**config.mk**
```make
export PLATFORM = sky130hd
export DESIGN_NAME = mul64_iter
export DESIGN_NICKNAME = d
export VERILOG_FILES = /design/src/rtl/mul64_pkg.sv /design/src/rtl/mul64_step.sv /design/src/rtl/mul64_iter.sv
export SDC_FILE = /design/constraint.sdc
export NUM_CORES = 1
export LEC_CHECK = 0
export CORE_MARGIN = 1
export CORE_UTILIZATION = 55
export DETAILED_ROUTE_END_ITERATION = 8
export DONT_BUFFER_PORTS = 1
export PLACE_DENSITY = 0.71
export SLEW_MARGIN = 15
export SYNTH_ARGS = -nofsm -noshare
export SYNTH_HDL_FRONTEND = slang
export SYNTH_SLANG_ARGS = --single-unit
```
**constraint.sdc**
```tcl
create_clock -name clk -period 3.9 [get_ports clk]
set_input_delay 0.78 -clock clk [delete_from_list [all_inputs] [get_ports clk]]
set_output_delay 0.78 -clock clk [all_outputs]
set_load 0.01 [all_outputs]
```
**src/rtl/mul64_pkg.sv**
```systemverilog
// Shared types and constants for the iterative 64x64 -> 128-bit multiplier.
// Revision: 1.0
`default_nettype none

package mul64_pkg;

  localparam int WIDTH      = 64;
  localparam int PROD_WIDTH = 2 * WIDTH;

  typedef enum logic [1:0] {
    IDLE  = 2'd0,
    BUSY  = 2'd1,
    FIXUP = 2'd2
  } state_t;

  // Counter must hold the value N itself, not just N-1.
  function automatic int cnt_width(input int n);
    return $clog2(n + 1);
  endfunction

  localparam int CNT_WIDTH = cnt_width(WIDTH);

endpackage

`default_nettype wire

```
**src/rtl/mul64_step.sv**
```systemverilog
// One shift-add iteration: accumulate |a| times the low RADIX_BITS of P, then shift right.
// Revision: 1.0
`default_nettype none

module mul64_step #(
  parameter int WIDTH      = 64,
  parameter int RADIX_BITS = 1
) (
  input  logic [2*WIDTH-1:0] p,
  input  logic [WIDTH-1:0]   mcand,
  output logic [2*WIDTH-1:0] p_next
);

  localparam int SW = WIDTH + RADIX_BITS;

  logic [SW-1:0] partial;
  logic [SW-1:0] sum;

  // Sum is at most (2^W-1)*2^R, so SW bits never overflow.
  assign partial = SW'(mcand) * SW'(p[RADIX_BITS-1:0]);
  assign sum     = SW'(p[2*WIDTH-1:WIDTH]) + partial;
  assign p_next  = {sum, p[WIDTH-1:RADIX_BITS]};

endmodule

`default_nettype wire

```
**src/rtl/mul64_iter.sv**
```systemverilog
// Iterative signed/unsigned multiplier with start/busy/done handshake.
// Revision: 1.0
`default_nettype none

module mul64_iter #(
  parameter int WIDTH      = mul64_pkg::WIDTH,
  parameter int RADIX_BITS = 1
) (
  input  logic             clk,
  input  logic             reset,
  input  logic             start,
  input  logic             is_signed,
  input  logic [WIDTH-1:0] op_a,
  input  logic [WIDTH-1:0] op_b,
  output logic             busy,
  output logic             done,
  output logic [WIDTH-1:0] result_lo,
  output logic [WIDTH-1:0] result_hi
);

  import mul64_pkg::*;

  localparam int            N    = WIDTH / RADIX_BITS;
  localparam int            CW   = cnt_width(N);
  localparam logic [CW-1:0] LAST = CW'(N - 1);

  state_t             state;
  state_t             state_next;
  logic [2*WIDTH-1:0] p;
  logic [2*WIDTH-1:0] p_next;
  logic [2*WIDTH-1:0] p_fix;
  logic [WIDTH-1:0]   mcand;
  logic [WIDTH-1:0]   mag_a;
  logic [WIDTH-1:0]   mag_b;
  logic               neg_a;
  logic               neg_b;
  logic               neg;
  logic [CW-1:0]      cnt;

  // Negating the most negative value yields 2^(W-1) read as unsigned.
  assign neg_a = is_signed & op_a[WIDTH-1];
  assign neg_b = is_signed & op_b[WIDTH-1];
  assign mag_a = neg_a ? -op_a : op_a;
  assign mag_b = neg_b ? -op_b : op_b;
  assign p_fix = neg ? -p : p;
  assign busy  = (state != IDLE);

  mul64_step #(
    .WIDTH      (WIDTH),
    .RADIX_BITS (RADIX_BITS)
  ) u_step (
    .p      (p),
    .mcand  (mcand),
    .p_next (p_next)
  );

  always_comb begin
    state_next = state;
    case (state)
      IDLE:    if (start) state_next = BUSY;
      BUSY:    if (cnt == LAST) state_next = FIXUP;
      FIXUP:   state_next = IDLE;
      default: state_next = IDLE;
    endcase
  end

  always_ff @(posedge clk) begin
    if (reset) state <= IDLE;
    else       state <= state_next;
  end

  always_ff @(posedge clk) begin
    if (reset) begin
      p         <= '0;
      mcand     <= '0;
      neg       <= 1'b0;
      cnt       <= '0;
      done      <= 1'b0;
      result_lo <= '0;
      result_hi <= '0;
    end else begin
      done <= 1'b0;
      case (state)
        IDLE: begin
          if (start) begin
            p     <= {{WIDTH{1'b0}}, mag_b};
            mcand <= mag_a;
            neg   <= neg_a ^ neg_b;
            cnt   <= '0;
          end
        end
        BUSY: begin
          p   <= p_next;
          cnt <= cnt + CW'(1);
        end
        FIXUP: begin
          result_lo <= p_fix[WIDTH-1:0];
          result_hi <= p_fix[2*WIDTH-1:WIDTH];
          done      <= 1'b1;
        end
        default: ;
      endcase
    end
  end

endmodule

`default_nettype wire

```
==> flow_summary.yaml, run 1 <==
outcome:
  status: "finished, final reports clean"
synth:
  synthCells: 2693
  synth_most_common_cell: "dfxtp_1"
  avgSynthCellArea_um2: 7.740
  synth_edf_count: 0
  ys_types: 73
  synth_warnings: 0
  yosys.area.top_type: "dfxtp_1"
  ys_ff_latch: 331
  synthFlopType: "dfxtp_1"
  async_reset_ff_frac: 0
  seq_area_frac_synth: 0.3179
  yosys-top-cells-count: "dfxtp_1, nand2_1, nor2_1, a21oi_1, xor2_1"
  ys_top_cells_by_area: "dfxtp_1, xor2_1, nand2_1"
  netlist_area_um2: 20840
  synth_top_area_frac: 0.3179
  synth_nets: 2894
pwr:
  combPwrFrac: 0.129
  sw_frac_of_total: 0.2731
  power.density_nw_per_um2: 372.0
  intPower_mw: 6.294
  total_switching_power_mw: 2.365
  seq_power_share: 0.420
  vdd_drop_max_uv: 309.5
  p_clk_frac: 0.451
  leakagePower_nw: 8.690
detailed_routing:
  drt_drc_violations_left: 0
  drt_iter0_markers: 1676
  viasPerCell: 6.252
  vias: 20150
  wl_per_cell_um: 21.25
  drt_pass1_iterations: 5
  wl_um: 68450
  ant_nets: 0
cts:
  cts_tree: "built"
  insertion_delay_ns: 0.58
  cts_buffer_depth: 3
  holdBufCountCts: 0
  cts_made_buffers: 39
  h-tree-depth: 2
  path_clk_slew_ns: 0.06
  cts.sinks: 331
  cts-root-buf: "clkbuf_16"
job:
  maxCapViolations: 0
timing:
  finalClockSkew_ns: 0.02476
  slew_headroom: 0.2552
  hold_violations: 0
  slew_violations: 0
  post-route-period-util: 0.9600
  rsz0062_at_grt: "yes"
  tightest_slew_ns: 1.117
  fmax_mhz: 267.1
  finalSetupViolations: 0
  fin_crit_ns: 3.744
place:
  dp_hpwl_um: 51340
  place_inst: 3151
  port-buffer-count: 0
  place_area_um2: 21870
  gp_congestion: 0.9924
grt:
  grt_pass1_wl_um: 105100
  grt-ovfl-total: 0
  antenna_found_initial: 0
  grt_pass1_vias: 18650
  grt_max_degree: 248
  grt_usage: 0.3453
floorplan:
  row_count: 70
  die_y_um: 196.7
  start_util: 0.5639
  dieArea_um2: 38680
  die_x_um: 196.7
  io_pins: 262
  core_um2: 36960
layout:
  instances_no_fill: 3222
  fillerInstances: 3414
  final_area_um2: 23270
  area_growth_pct: 11.66
  drive_gt1_frac: 0.09161
  nNetsFinal: 2890
  antenna_cells: 0
hold_path:
  hold_class: "in2reg"
critical_path:
  path_max_fanout: 6
  r2r_end: "result_hi[60]"
  crit_required_ns: 4.32
  critical_path_class: "reg2reg"
  reg2reg_depth: 10
  r2r-start: "p[44]"
  ff2ff_setup_slack_ns: 0.16
  arrival_ns: 4.17
  startpoint: "p[44]"
  cp-start-kind: "register"
  endpoint_kind: "register"
  crit_path_end: "result_hi[60]"
[critical path, stage by stage (launching register included)]
cell	delay [ns]
dfxtp_1	0.37
or4_4	0.59
or3_4	0.36
nor4_4	0.51
nand4b_1	0.27
or4_1	0.61
nor2_1	0.17
nand2_1	0.11
o41ai_1	0.35
xor2_1	0.17
o21ai_0	0.08
[cell type report]
cell class              instances  area [µm²]  area share
multi-input cells            2144       13460      0.5783
flip-flops and latches        331        6630      0.2849
clock buffers                  55        1127     0.04844
repair buffers                135        1051     0.04516
well taps                     504       630.6     0.02710
clock inverters                15       232.7    0.009999
inverters                      38       142.6    0.006129
[layout by cell type, fill, tap and decap left out, types with 7 or more instances in the layout]
cell type / count
o21ai_0: 185
or4_1: 23
a21o_1: 36
nand2b_1: 23
clkbuf_16: 40
nand3b_1: 10
xnor2_1: 101
o211ai_1: 7
ha_1: 68
a22oi_1: 57
or2_2: 14
o21bai_1: 10
o21ai_1: 13
nand3_1: 61
a21oi_1: 206
or3_1: 49
clkbuf_1: 8
inv_1: 38
nand2_1: 311
o41ai_1: 36
a211oi_1: 132
clkbuf_8: 7
nand4_1: 24
a31oi_1: 17
nor3_1: 41
xor2_1: 196
and2_1: 67
nor4_1: 29
nor2_1: 239
o31ai_1: 60
o22ai_1: 13
dfxtp_1: 330
buf_4: 132
and3_1: 16
[stage by stage]
stage	setup slack (ns)	total power [mW]	utilization	hold slack (ns)	TNS, ns
final	0.1559	8.659	0.6297	0.3019	0
after detailed placement	0.09055	4.800	0.5918	0.4431	0
after floorplan	0.4057	4.498	-	0.4273	0
after global routing	-0.001560	8.971	0.6297	0.2826	-0.001560
after global placement	0.07607	4.784	0.5918	0.4389	0
after CTS	0.09358	8.686	0.6286	0.2874	0
[cells by family after synthesis]
family | count (synthesis) | share of synthesized area
fa+ha+maj | 69 | 0.04178
buf+inv | 218 | 0.03944
xor+xnor | 297 | 0.1248
flops | 331 | 0.3179
mux | 2 | 0.0009605
compound gates | 824 | 0.2543
simple gates | 952 | 0.2208
[state kept, by name, indices dropped and copies added, names as in the netlist]
register   flops
cnt            7
mcand         64
p            128
result_lo     64
state          2
done           1
result_hi     64
neg            1
[worst min-delay path by stage]
stage	startpoint	end	cells after the start	slack [ns]
finish	reset	result_hi[54]	1	0.30
global route	reset	result_lo[51]	1	0.28
CTS	reset	result_lo[47]	1	0.29
detailed placement	mcand[52]	mcand[52]	2	0.44
global placement	mcand[52]	mcand[52]	2	0.44
floorplan	mcand[14]	mcand[14]	2	0.43
[layer usage]
| layer | GRT usage | part of all wire | up-vias |
|---|---|---|---|
| li1 | - | - | 9699 |
| met1 | 0.4751 | 0.45 | 9614 |
| met2 | 0.5441 | 0.45 | 715 |
| met3 | 0.06383 | 0.071 | 117 |
| met4 | 0.1123 | 0.030 | 0 |
| met5 | 0 | 0 | - |
[power by group through the flow]
stage	logic [mW]	registers [mW]	clock network, mW
2_1_floorplan	0.835	3.66	0
3_3_place_gp	1.08	3.71	0
3_5_place_dp	1.09	3.71	0
4_1_cts	1.10	3.64	3.95
5_1_grt	1.22	3.65	4.10
6_report	1.11	3.64	3.90
[what timing repair did]
action                                  CTS  global route
resized for setup                         0             5
buffers inserted                          0             0
endpoints found under the setup margin    0            15
(Power assumes the default switching activity.)
==> inputs of run 2 (changes only) <==
Clock period 3.9 ns to 3.5 ns, I/O delays scaled along.
==> run 2 against run 1 <==
Against the previous run: the run now ends with setup timing left; critical path depth unchanged; utilization increased by 7.6 points; count of clock-buffer cells in the layout increased by 2; first-iteration DRC count increased by 9.7%; sequential cell count unchanged; worst hold slack got worse by 0.020 ns; critical path type unchanged.
==> flow_summary.yaml, run 2 (synthesis gave the netlist of run 1 again) <==
hold_path:
  hold_class: "in2reg"
  hold_depth: 2
  holdPathEnd: "mcand[63]"
  hold_path_startpoint: "op_a[63]"
critical_path:
  critPathBufInv: 0
  reg2reg_depth: 10
  arrival_ns: 4.00
  cp_common_cell: "or3_4"
  r2r_end: "result_hi[42]"
  r2r-start: "p[43]"
  ff2ff_setup_slack_ns: -0.05
  path_max_fanout: 4
  crit_path_cell_trace: "or4_4 > or4_4 > or3_4 > nor4_4 > nand2_1 > or3_4 > or3_4 > o31ai_4 > xor2_1 > o21ai_1"
  path_delay_family: "simple AND/OR/NAND/NOR gates"
  crit_required_ns: 3.95
  critical_path_class: "reg2reg"
  endpoint_kind: "register"
  cp-start-kind: "register"
  max_stage_delay_ns: 0.55
  critPathSlowestCell: "or4_4"
timing:
  rsz0062_at_grt: "yes"
  setup_tns_ns: -0.3441
  finalClockSkew_ns: 0.01411
  fin_crit_ns: 3.553
  post-route-period-util: 1.015
  tightest_slew_ns: 1.240
  hold_violations: 0
  slew_headroom: 0.1715
  slew_violations: 0
  timing.final.ws_setup_ns: -0.05260
  finalSetupViolations: 8
  fmax_mhz: 281.5
grt:
  grt_pass1_vias: 19930
  grt_usage: 0.3563
  grt_pass1_wl_um: 109000
  grt-ovfl-total: 0
  grt_max_degree: 248
  antenna_found_initial: 0
place:
  dp_hpwl_um: 53120
  gp_congestion: 1.014
  port-buffer-count: 0
  dp_slack_ns: -0.3913
cts:
  h-tree-depth: 2
  insertion_delay_ns: 0.57
  cts_made_buffers: 39
  cts-root-buf: "clkbuf_16"
  cts.sinks: 331
  cts_buffer_depth: 3
  cts_tree: "built"
  path_clk_slew_ns: 0.06
outcome:
  violations: "setup timing"
  status: "finished, violations left"
layout:
  final_common_cell: "buf_4"
  nNetsFinal: 3109
  largest_reg_flops: 128
  layout_common_cells: "buf_4, dfxtp_1, nand2_1"
  fillerInstances: 3046
  area_growth_pct: 25.07
  regMostFlops: "p"
  drive_gt1_frac: 0.2031
  antenna_cells: 0
floorplan:
  start_util: 0.5639
  dieArea_um2: 38680
  die_x_um: 196.7
  core_um2: 36960
  io_pins: 262
  row_count: 70
  die_y_um: 196.7
detailed_routing:
  drt_pass1_iterations: 6
  wl_um: 73030
  ant_nets: 0
  vias: 21410
  viasPerCell: 6.219
  wl_per_cell_um: 21.21
  drt_iter0_markers: 1839
  drt_drc_violations_left: 0
job:
  maxCapViolations: 0
pwr:
  vdd_drop_max_uv: 347.6
  leakagePower_nw: 10.05
  power.density_nw_per_um2: 374.2
## run 2: changes by cell type in the layout (fill, tap and decap cells not counted), moves of 15 or more
cell and delta:
buf_4 +200, o21ai_0 -25, ha_1 -23, ha_4 +23
o21ai_1 +15
## run 2: through the flow
stage          power [mW]  utilization  area, µm²  hold slack (ns)  std cells
2_1_floorplan       5.012            -      20840           0.4273       2693
3_3_place_gp        5.407       0.6323      23370           0.4352       3344
3_5_place_dp        5.437       0.6323      23370           0.4429       3344
4_1_cts             9.700       0.6755      24970           0.2216       3421
5_1_grt             10.08       0.7053      26070           0.2248       3443
6_report            9.755       0.7053      26070           0.2818       3443
## run 2: worst max-delay path by stage
stage          startpoint       endpoint  slack, ns  cells after the start
2_1_floorplan        p[0]         p[122]       0.01                     13
3_3_place_gp         p[0]         p[122]      -0.30                     16
3_5_place_dp         p[0]         p[118]      -0.39                     16
4_1_cts              p[0]         p[126]      -0.04                     17
5_1_grt             p[36]  result_hi[54]      -0.18                     11
6_report            p[43]  result_hi[42]      -0.05                     10
## run 2: layout make-up
| class | count | area, µm² | area share |
|---|---|---|---|
| flip-flops and latches | 331 | 6638 | 0.2546 |
| clock buffers | 57 | 1175 | 0.04507 |
| multi-input cells | 2144 | 14440 | 0.5538 |
| inverters | 38 | 142.6 | 0.005472 |
| well taps | 504 | 630.6 | 0.02419 |
| clock inverters | 15 | 173.9 | 0.006671 |
| repair buffers | 354 | 2873 | 0.1102 |
## run 2: worst register-to-register path, delay by kind of cell, from the launching register on
| kind | cells | cell delay, ns |
|---|---|---|
| AO/OA/AOI/OAI | 2 | 0.28 |
| XOR/XNOR | 1 | 0.17 |
| flip-flops | 1 | 0.32 |
| AND/OR/NAND/NOR | 7 | 2.67 |
## run 2: power by group
part,internal (mW),leakage (nW),switching (mW)
sequential,3.91,2.69,0.133
combinational,0.608,6.69,0.843
clock,2.56,0.665,1.71
total,7.07,10.1,2.68
## run 2: timing repair
action,in CTS,in global routing
resized for setup,45,154
hold endpoints to repair,0,0
gates cloned,0,5
endpoints found under the setup margin,33,53
pin swaps,19,56
setup buffers,5,17
hold buffers,0,0
## run 2: routing by layer
layer,up-vias,share of wire,global-route usage
met5,-,0,0
met4,0,0.042,0.1436
met3,187,0.073,0.05527
met2,902,0.45,0.5713
met1,10180,0.43,0.4787
li1,10140,-,-
==> inputs of run 3 (changes only) <==
Settings changed: CORE_UTILIZATION 55 to 40, PLACE_DENSITY 0.71 to 0.55.
==> run 3 against run 2 <==
Against the previous run: the run still ends with setup timing left; utilization down 20 points; non-clock buffer count down 10; die area up 37%; worst hold slack worse by 0.094 ns; setup slack better by 0.048 ns; combinational power about the same; critical path depth unchanged; register-to-register slack better by 0.05 ns; count of clock-buffer cells in the layout down 1; sequential power about the same; clock power up 10%; cell count up 5.0%; largest cell class unchanged; largest power group unchanged; highest routed layer unchanged.
==> flow_summary.yaml, run 3 (synthesis gave the netlist of run 1 again) <==
grt:
  grt-ovfl-total: 0
  grt_usage: 0.2795
  grt_max_degree: 248
  antenna_found_initial: 0
  grt_pass1_wl_um: 116400
  grt_pass1_vias: 19850
place:
  place_area_um2: 23530
  dp_hpwl_um: 56730
  gp_congestion: 0.9467
  port-buffer-count: 0
layout:
  drive_gt1_frac: 0.1970
  nNetsFinal: 3102
  largest_reg_flops: 128
  layout_common_cells: "dfxtp_1, buf_4, nand2_1"
  area_growth_pct: 25.31
  antenna_cells: 0
  final_area_um2: 26120
  regMostFlops: "p"
  final_common_cell: "dfxtp_1"
timing:
  rsz0062_at_grt: "yes"
  slew_headroom: 0.3241
  finalClockSkew_ns: 0.03284
  finalSetupViolations: 1
  slew_violations: 0
  post-route-period-util: 1.001
  whs_ns: 0.1879
  timing.final.ws_setup_ns: -0.004948
  fin_crit_ns: 3.505
  hold_violations: 0
  fmax_mhz: 285.3
  tightest_slew_ns: 1.014
cts:
  insertion_delay_ns: 0.59
  cts.sinks: 331
  cts_made_buffers: 42
  cts-root-buf: "clkbuf_16"
  path_clk_slew_ns: 0.06
  cts_buffer_depth: 3
  cts_tree: "built"
  h-tree-depth: 2
critical_path:
  endpoint_kind: "register"
  crit_required_ns: 3.95
  arrival_ns: 3.95
  path_max_fanout: 5
  cp-start-kind: "register"
  critical_path_class: "reg2reg"
pwr:
  p_clk_frac: 0.462
  vdd_drop_max_uv: 333.1
  intPower_mw: 7.365
  combPwrFrac: 0.142
  seq_power_share: 0.396
  total_power_mw: 10.21
  leakagePower_nw: 9.956
  power.density_nw_per_um2: 390.7
  sw_frac_of_total: 0.2784
  total_switching_power_mw: 2.841
floorplan:
  start_util: 0.4055
  dieArea_um2: 53030
  row_count: 83
  die_x_um: 230.3
  core_um2: 51410
  io_pins: 262
  die_y_um: 230.3
detailed_routing:
  drt_drc_violations_left: 0
  wl_um: 77250
  ant_nets: 0
  wl_per_cell_um: 21.37
  viasPerCell: 5.783
  vias: 20900
  drt_pass1_iterations: 7
  drt_iter0_markers: 1579
job:
  maxCapViolations: 0
hold_path:
  hold_class: "in2reg"
outcome:
  violations: "setup timing"
  status: "finished, violations left"
==> run 3: timing repair <==
action / 4_1_cts / 5_1_grt
hold buffers: 0 / 0
endpoints found under the setup margin: 27 / 50
cloned: 1 / 2
pin swaps: 11 / 55
buffers inserted: 6 / 12
resized for setup: 44 / 128
==> run 3: stage by stage <==
step	util	setup slack (ns)	instances	TNS [ns]
2_1_floorplan	-	0.01354	2693	0
5_1_grt	0.5081	-0.07811	3614	-0.5971
6_report	0.5081	-0.004948	3614	-0.004948
3_5_place_dp	0.4578	-0.2754	3517	-1.589
4_1_cts	0.4925	0.0004561	3601	0
3_3_place_gp	0.4578	-0.2920	3517	-1.397
==> run 3: area by class of cell <==
type | count | area [µm²]
clock inverters | 21 | 261.5
multi-input cells | 2144 | 14250
fillers | 5071 | 25290
well taps | 680 | 850.8
flip-flops and latches | 331 | 6634
repair buffers | 344 | 2739
clock buffers | 56 | 1236
inverters | 38 | 142.6
==> run 3: final timing paths <==
| check | start | to | slack (ns) | cells after the start |
|---|---|---|---|---|
| setup reg to reg | p[43] | result_hi[54] | -0.005 | 10 |
| setup / recovery | p[43] | result_hi[54] | -0.005 | 10 |
| hold reg to reg | mcand[59] | mcand[59] | 0.44 | 2 |
| hold / removal | reset | mcand[63] | 0.19 | 1 |
==> run 3: metal layers <==
| metal | track usage | share of wire | vias up |
|---|---|---|---|
| met5 | 0 | 0 | - |
| met4 | 0.07802 | 0.027 | 0 |
| met3 | 0.04551 | 0.056 | 113 |
| met2 | 0.4529 | 0.46 | 617 |
| met1 | 0.3807 | 0.45 | 10030 |
| li1 | - | - | 10140 |
==> run 3: worst max-delay path: stages (launching register included) <==
cell      delay, ns
dfxtp_1        0.31
or4_4          0.56
or3_4          0.35
nor4_4         0.30
buf_6          0.17
nand3b_1       0.12
or3_4          0.40
or3_4          0.46
o31ai_2        0.28
xor2_2         0.30
a211oi_1       0.12
==> run 3: power by group through the flow <==
stage	combinational (mW)	clock (mW)	sequential [mW]
global route	1.58	4.97	4.06
finish	1.45	4.71	4.04
detailed placement	1.36	0	4.12
CTS	1.39	4.81	4.04
floorplan	0.931	0	4.08
global placement	1.35	0	4.12
